==> src/rtl/disp_sched.sv <==
// Round-robin display scheduler: grants one of three requesters the 8-digit display
// for DWELL cycles per page, with hold-to-freeze and immediate reselect on request drop.
module disp_sched #(
    parameter int unsigned DWELL = 100000000
) (
    input  logic        clk,
    input  logic        rst,
    input  logic [2:0]  req,
    input  logic [31:0] data0,
    input  logic [31:0] data1,
    input  logic [31:0] data2,
    input  logic [7:0]  mask0,
    input  logic [7:0]  mask1,
    input  logic [7:0]  mask2,
    input  logic        hold,
    output logic [5:0]  d1,
    output logic [5:0]  d2,
    output logic [5:0]  d3,
    output logic [5:0]  d4,
    output logic [5:0]  d5,
    output logic [5:0]  d6,
    output logic [5:0]  d7,
    output logic [5:0]  d8,
    output logic [2:0]  gnt,
    output logic        busy
);

    typedef enum logic {
        IDLE,
        SHOW
    } state_t;

    localparam logic [26:0] CNT_LAST = 27'(DWELL - 1);

    state_t      state_q, state_d;
    logic [2:0]  gnt_q, gnt_d;
    logic        busy_q, busy_d;
    logic [26:0] cnt_q, cnt_d;
    logic [1:0]  rr_ptr_q, rr_ptr_d;
    logic [5:0]  dig_q [8];
    logic [5:0]  dig_d [8];

    logic        reselect;
    logic [1:0]  pick_idx;
    logic [31:0] sel_data;
    logic [7:0]  sel_mask;
    logic        sel_dp;

    // First set request bit scanning from ptr upward, wrapping modulo 3.
    function automatic logic [1:0] rr_pick(input logic [1:0] ptr, input logic [2:0] r);
        logic [1:0]  idx;
        logic        found;
        int unsigned c;
        idx   = '0;
        found = 1'b0;
        for (int unsigned k = 0; k < 3; k++) begin
            c = (32'(ptr) + k) % 3;
            if (!found && r[c[1:0]]) begin
                found = 1'b1;
                idx   = c[1:0];
            end
        end
        return idx;
    endfunction

    always_comb begin
        pick_idx = rr_pick(rr_ptr_q, req);
    end

    always_comb begin
        state_d  = state_q;
        gnt_d    = gnt_q;
        cnt_d    = cnt_q;
        rr_ptr_d = rr_ptr_q;
        reselect = 1'b0;

        case (state_q)
            IDLE: reselect = |req;
            SHOW: begin
                if ((gnt_q & req) == 3'b000) begin
                    reselect = 1'b1;
                end else if (cnt_q == CNT_LAST && !hold) begin
                    reselect = 1'b1;
                end else if (cnt_q != CNT_LAST) begin
                    cnt_d = cnt_q + 27'd1;
                end
            end
            default: reselect = 1'b0;
        endcase

        if (reselect) begin
            cnt_d = '0;
            if (|req) begin
                state_d  = SHOW;
                gnt_d    = 3'b001 << pick_idx;
                rr_ptr_d = (pick_idx == 2'd2) ? 2'd0 : pick_idx + 2'd1;
            end else begin
                state_d = IDLE;
                gnt_d   = '0;
            end
        end

        busy_d = |gnt_d;
    end

    // Digits follow the grant being loaded this edge so gnt and d change together.
    always_comb begin
        sel_data = '0;
        sel_mask = '0;
        case (gnt_d)
            3'b001: begin sel_data = data0; sel_mask = mask0; end
            3'b010: begin sel_data = data1; sel_mask = mask1; end
            3'b100: begin sel_data = data2; sel_mask = mask2; end
            default: begin sel_data = '0; sel_mask = '0; end
        endcase
        sel_dp = hold && (gnt_d != 3'b000);
    end

    for (genvar i = 0; i < 8; i++) begin : g_dig
        assign dig_d[i] = {sel_mask[7-i], sel_data[(7-i)*4 +: 4], (i == 7) ? sel_dp : 1'b0};
    end

    always_ff @(posedge clk) begin
        if (rst) begin
            state_q  <= IDLE;
            gnt_q    <= '0;
            busy_q   <= 1'b0;
            cnt_q    <= '0;
            rr_ptr_q <= '0;
            for (int unsigned i = 0; i < 8; i++) dig_q[i] <= '0;
        end else begin
            state_q  <= state_d;
            gnt_q    <= gnt_d;
            busy_q   <= busy_d;
            cnt_q    <= cnt_d;
            rr_ptr_q <= rr_ptr_d;
            for (int unsigned i = 0; i < 8; i++) dig_q[i] <= dig_d[i];
        end
    end

    assign gnt  = gnt_q;
    assign busy = busy_q;
    assign d1   = dig_q[0];
    assign d2   = dig_q[1];
    assign d3   = dig_q[2];
    assign d4   = dig_q[3];
    assign d5   = dig_q[4];
    assign d6   = dig_q[5];
    assign d7   = dig_q[6];
    assign d8   = dig_q[7];

endmodule

==> config.mk <==
export PLATFORM = sky130hd
export DESIGN_NAME = disp_sched
export DESIGN_NICKNAME = d
export VERILOG_FILES = /design/src/rtl/disp_sched.sv
export SDC_FILE = /design/constraint.sdc
export NUM_CORES = 1
export LEC_CHECK = 0
export ABC_AREA = 1
export CAP_MARGIN = 20
export CORE_ASPECT_RATIO = 0.75
export CORE_MARGIN = 5
export CORE_UTILIZATION = 30
export DETAILED_ROUTE_END_ITERATION = 8
export PLACE_DENSITY = 0.58
export RECOVER_POWER = 100
export SLEW_MARGIN = 20
export SYNTH_ARGS = -nofsm -noshare
export SYNTH_HDL_FRONTEND = slang
export SYNTH_SLANG_ARGS = --single-unit
export TNS_END_PERCENT = 100
==> constraint.sdc <==
create_clock -name clk -period 6.15 [get_ports clk]
set_input_delay 0.615 -clock clk [delete_from_list [all_inputs] [get_ports clk]]
set_output_delay 0.615 -clock clk [all_outputs]
set_load 0.005 [all_outputs]
==> impl.org <==
** Status
- The run finished with clean final reports.

** Timing
- Setup repair after global routing missed its margin :: no
- Clock tree skew after final layout :: 5.01 ps
- Maximum clock frequency :: 296 MHz
- The number of hold violations in the final report was 0.
- Number of endpoints failing setup at the final stage :: 0
- Worst setup margin :: around 2800 ps
- Final hold analysis gives a worst-case slack of 488 ps.
- Counting I/O delays and the setup requirement, the final critical path takes 3380 ps.
- Total count of max-transition violations in the final report :: 0
- The worst pin sits at a relative slew slack of 0.300.
- Slew at the pin closest to its max-slew limit :: 1050 ps
- Post-route clock period utilization :: 0.550
- Aggregate negative setup slack :: 0 ps

** Finish
- Register area :: 1500 sq um
- At the end of the flow the core is filled with cells to 0.455.
- Relative to the synthesized area, the layout overhead comes to 47.9%.
- The count of cells in the finished layout, fillers not included, comes to roughly 990.
- The filler cells instantiated in the layout total 1,401.
- Fraction of layout cells with a size suffix above 1 :: 0.0432
- The multi-input combinational cells in the finished layout cover a total of between 2000 and 2500 sq um.
- Once layout is done, the placed cells without fillers occupy between 6000 and 7000 sq um.
- Antenna diodes :: 0
- In the final design database the tool counted 937 nets.

** Synth
- Proportion of netlist area held by the largest area contributor :: 0.353
- For this run, asynchronously set or reset flops after synthesis account for 0.
- Cell with the most instances after synthesis :: nand3_1
- Cells after Synth :: 656
- Most instantiated flip-flop cell in the synthesis netlist :: dfxtp_1
- Unique cell type count in the Yosys netlist :: 32
- Commonest cells in the synthesized netlist :: nand3_1, nand2_1, inv_1
- Top area cells in the synthesized netlist :: dfxtp_1, nand3_1, nand2_1, inv_1, nor2_1
- The share of the Yosys chip area taken by registers is 0.353.
- Area of the mapped netlist :: about 4200 sq um
- dfxtp_1 takes more of the synthesized area than any other cell.
- The Yosys step of the flow raised 0 warnings.
- Number of enable-type register cells in the synthesized netlist :: 0
- Register bit total from synthesis :: 75
- Averaged over all synthesized cells, the footprint is 6.48 sq um.

** Setup path
- Required time reported for the critical path endpoint :: 6430 ps
- On the worst path, the slowest cell contributes a delay of approximately 650 ps.
- Worst-path cell with the longest stage delay :: clkinv_1
- Together, buffers and inverters on the worst path number 5.
- STA classifies the critical path endpoint as a flip-flop.
- Critical-path maximum fanout :: 17
- In this run the worst setup path begins at req[1].
- Kind of start point of the critical path :: input pin
- Worst-path cell chain :: dlygate4sd3_1, nor3_1, inv_1, nor2_1, inv_1, nand2_1, inv_1, nor2_1, clkinv_1, a21oi_1, o21a_1
- Top delay family on crit path :: buffers and inverters
- In this design, the critical path's most frequently occurring cell is inv_1.
- The worst setup path is of the input pin to flip-flop kind.
- R2R Path Start :: rr_ptr_q[0]$_SDFFE_PP0P_
- Arrival time of the worst setup path :: ~3700 ps

** Route
- The final route contains 4,751 vias.
- In this run, the number of DRC markers left after iteration 0 of detailed routing was 355.
- 1st-pass router iterations :: 6
- In the final routed layout, each cell accounts on average for 15.1 um.
- For this run, design rule violations remaining after detail routing come to 0.
- Overall routed net length :: 14,900 um
- Once detail routing completed, the nets flagged for antenna violations numbered 0.
- Using the TritonRoute via totals, the vias-per-cell ratio works out to 4.82.

** Power
- Power density over cell area :: about 430 nW/um^2
- Leakage power summed over all cells :: 2.76 nW
- Overall power consumption after layout is estimated at 2.70 mW.
- The worst-case IR drop observed on VDD is roughly 0.0005 V.

** Place
- Number of instances in the placed design :: between 900 and 1,000
- Worst slack at placement :: between 2000 and 3000 ps
- At the end of routability-driven placement, the weighted congestion stood at 0.848.
- Dpl hpwl :: 11,200 um
- Once placement finished, the instance area stood at 6000 sq um.
- Number of buffers inserted by port buffering :: 170

** Die
- The total area inside the core boundary comes to approximately 14,000 sq um.
- For this configuration, the core starts out at a cell density of 0.308.
- The die is 147 um wide.
- Floorplan die height :: 113 um
- The die covers 16,700 sq um.
- Total I/O pin count :: 178
- Total number of placement rows :: 37

** Clock network
- Skew-Pair Late Insertion Delay :: 330 ps
- Clk slew on worst S/H paths :: 60 ps
- Clock tree from TritonCTS :: built
- The tree is rooted in a clkbuf_16.
- Post-CTS Hold Fix Bufs :: 0
- CTS Sinks :: between 70 and 80
- The H-tree was split into 3 levels.
- Buffers from clock root to sink, at most :: 2
- Total clock buffers created by CTS :: 9
- Buffers added to address setup during post-CTS repair amount to 0.
- Number of resized instances in the post-cts repair step :: 0

** Job
- Across the run, the number of max-cap violations was 0.

** Global route
- Number of antenna violations at the first check in global routing :: 0
- Overflow left after global routing :: 0
- Pin count of the biggest net entering global routing :: slightly above 80
- Tot GR Track Use :: 0.175
- Via count of the first global-routing pass :: about 4,700
- Global-route wire length before repair :: 23,600 um

** Min path
- Hold path startpoint :: cnt_q[14]$_SDFFE_PP0P_
- Class of the tightest hold or removal check :: flip-flop to flip-flop
-- where the power goes --
group	switching [mW]	internal, mW
logic	1.04	0.529
registers	0.0325	0.578
clock network	0.207	0.312
-- worst min-delay path: cells and delay by family (launching register included) --
family	cells	cell delay, ps
flip-flops	1	320
AO/OA/AOI/OAI	1	60
AND/OR/NAND/NOR	1	60
-- layout by cell type, fill, tap and decap left out, types with 2 or more instances in the layout --
cell type / count
nor4_1: 5
xor2_1: 3
nor3_1: 19
inv_2: 2
clkbuf_16: 9
o21ai_0: 10
nand3_1: 186
nor2_1: 44
nand4_1: 8
inv_1: 86
nand2_1: 120
nor2_2: 5
buf_4: 4
dfxtp_1: 75
clkdlybuf4s50_1: 124
dlygate4sd3_1: 46
clkinv_2: 3
ha_1: 5
xnor2_1: 4
a21oi_1: 24
o21a_1: 2
conb_1: 7
nand2_2: 5
nor3b_1: 2
clkinvlp_4: 2
clkinv_1: 2
-- layer usage --
layer | part of all wire | vias up | track usage
met4 | 0.0094 | 0 | 0.0354
met1 | 0.45 | 2161 | 0.225
met2 | 0.46 | 157 | 0.282
met3 | 0.081 | 11 | 0.0665
li1 | - | 2422 | -
met5 | 0 | - | 0
-- final timing paths --
path / to / slack [ps] / cells after the start
max: cnt_q[7]$_SDFFE_PP0P_ / 2770 / 11
min: cnt_q[14]$_SDFFE_PP0P_ / 490 / 2
max reg2reg: dig_q[0][2]$_SDFF_PP0_ / 2890 / 15
min reg2reg: cnt_q[14]$_SDFFE_PP0P_ / 490 / 2
-- area by class of cell --
class,count,area share
clock buffer,9,0.0358
clock inverter,7,0.0110
inverter,90,0.0538
multi-input combinational,456,0.350
sequential,75,0.239
tap,175,0.0349
timing repair buffer,174,0.276
-- registers in the layout (all words and copies together) (netlist names) --
signal and cells:
dig_q 41, cnt_q 27, gnt 3, rr_ptr_q 2
busy 1, state_q 1
-- logic make-up after synthesis --
group                      after synthesis  synth area share
other                                    1          0.000883
AOI/OAI and AO/OA                       39            0.0489
DFF                                     75             0.353
adders and majority gates                5            0.0147
buffers and inverters                  131             0.131
xor gates and xnor gates                 7            0.0144
and+or+nand+nor                        398             0.437
Power figures use the tool's default switching activity.
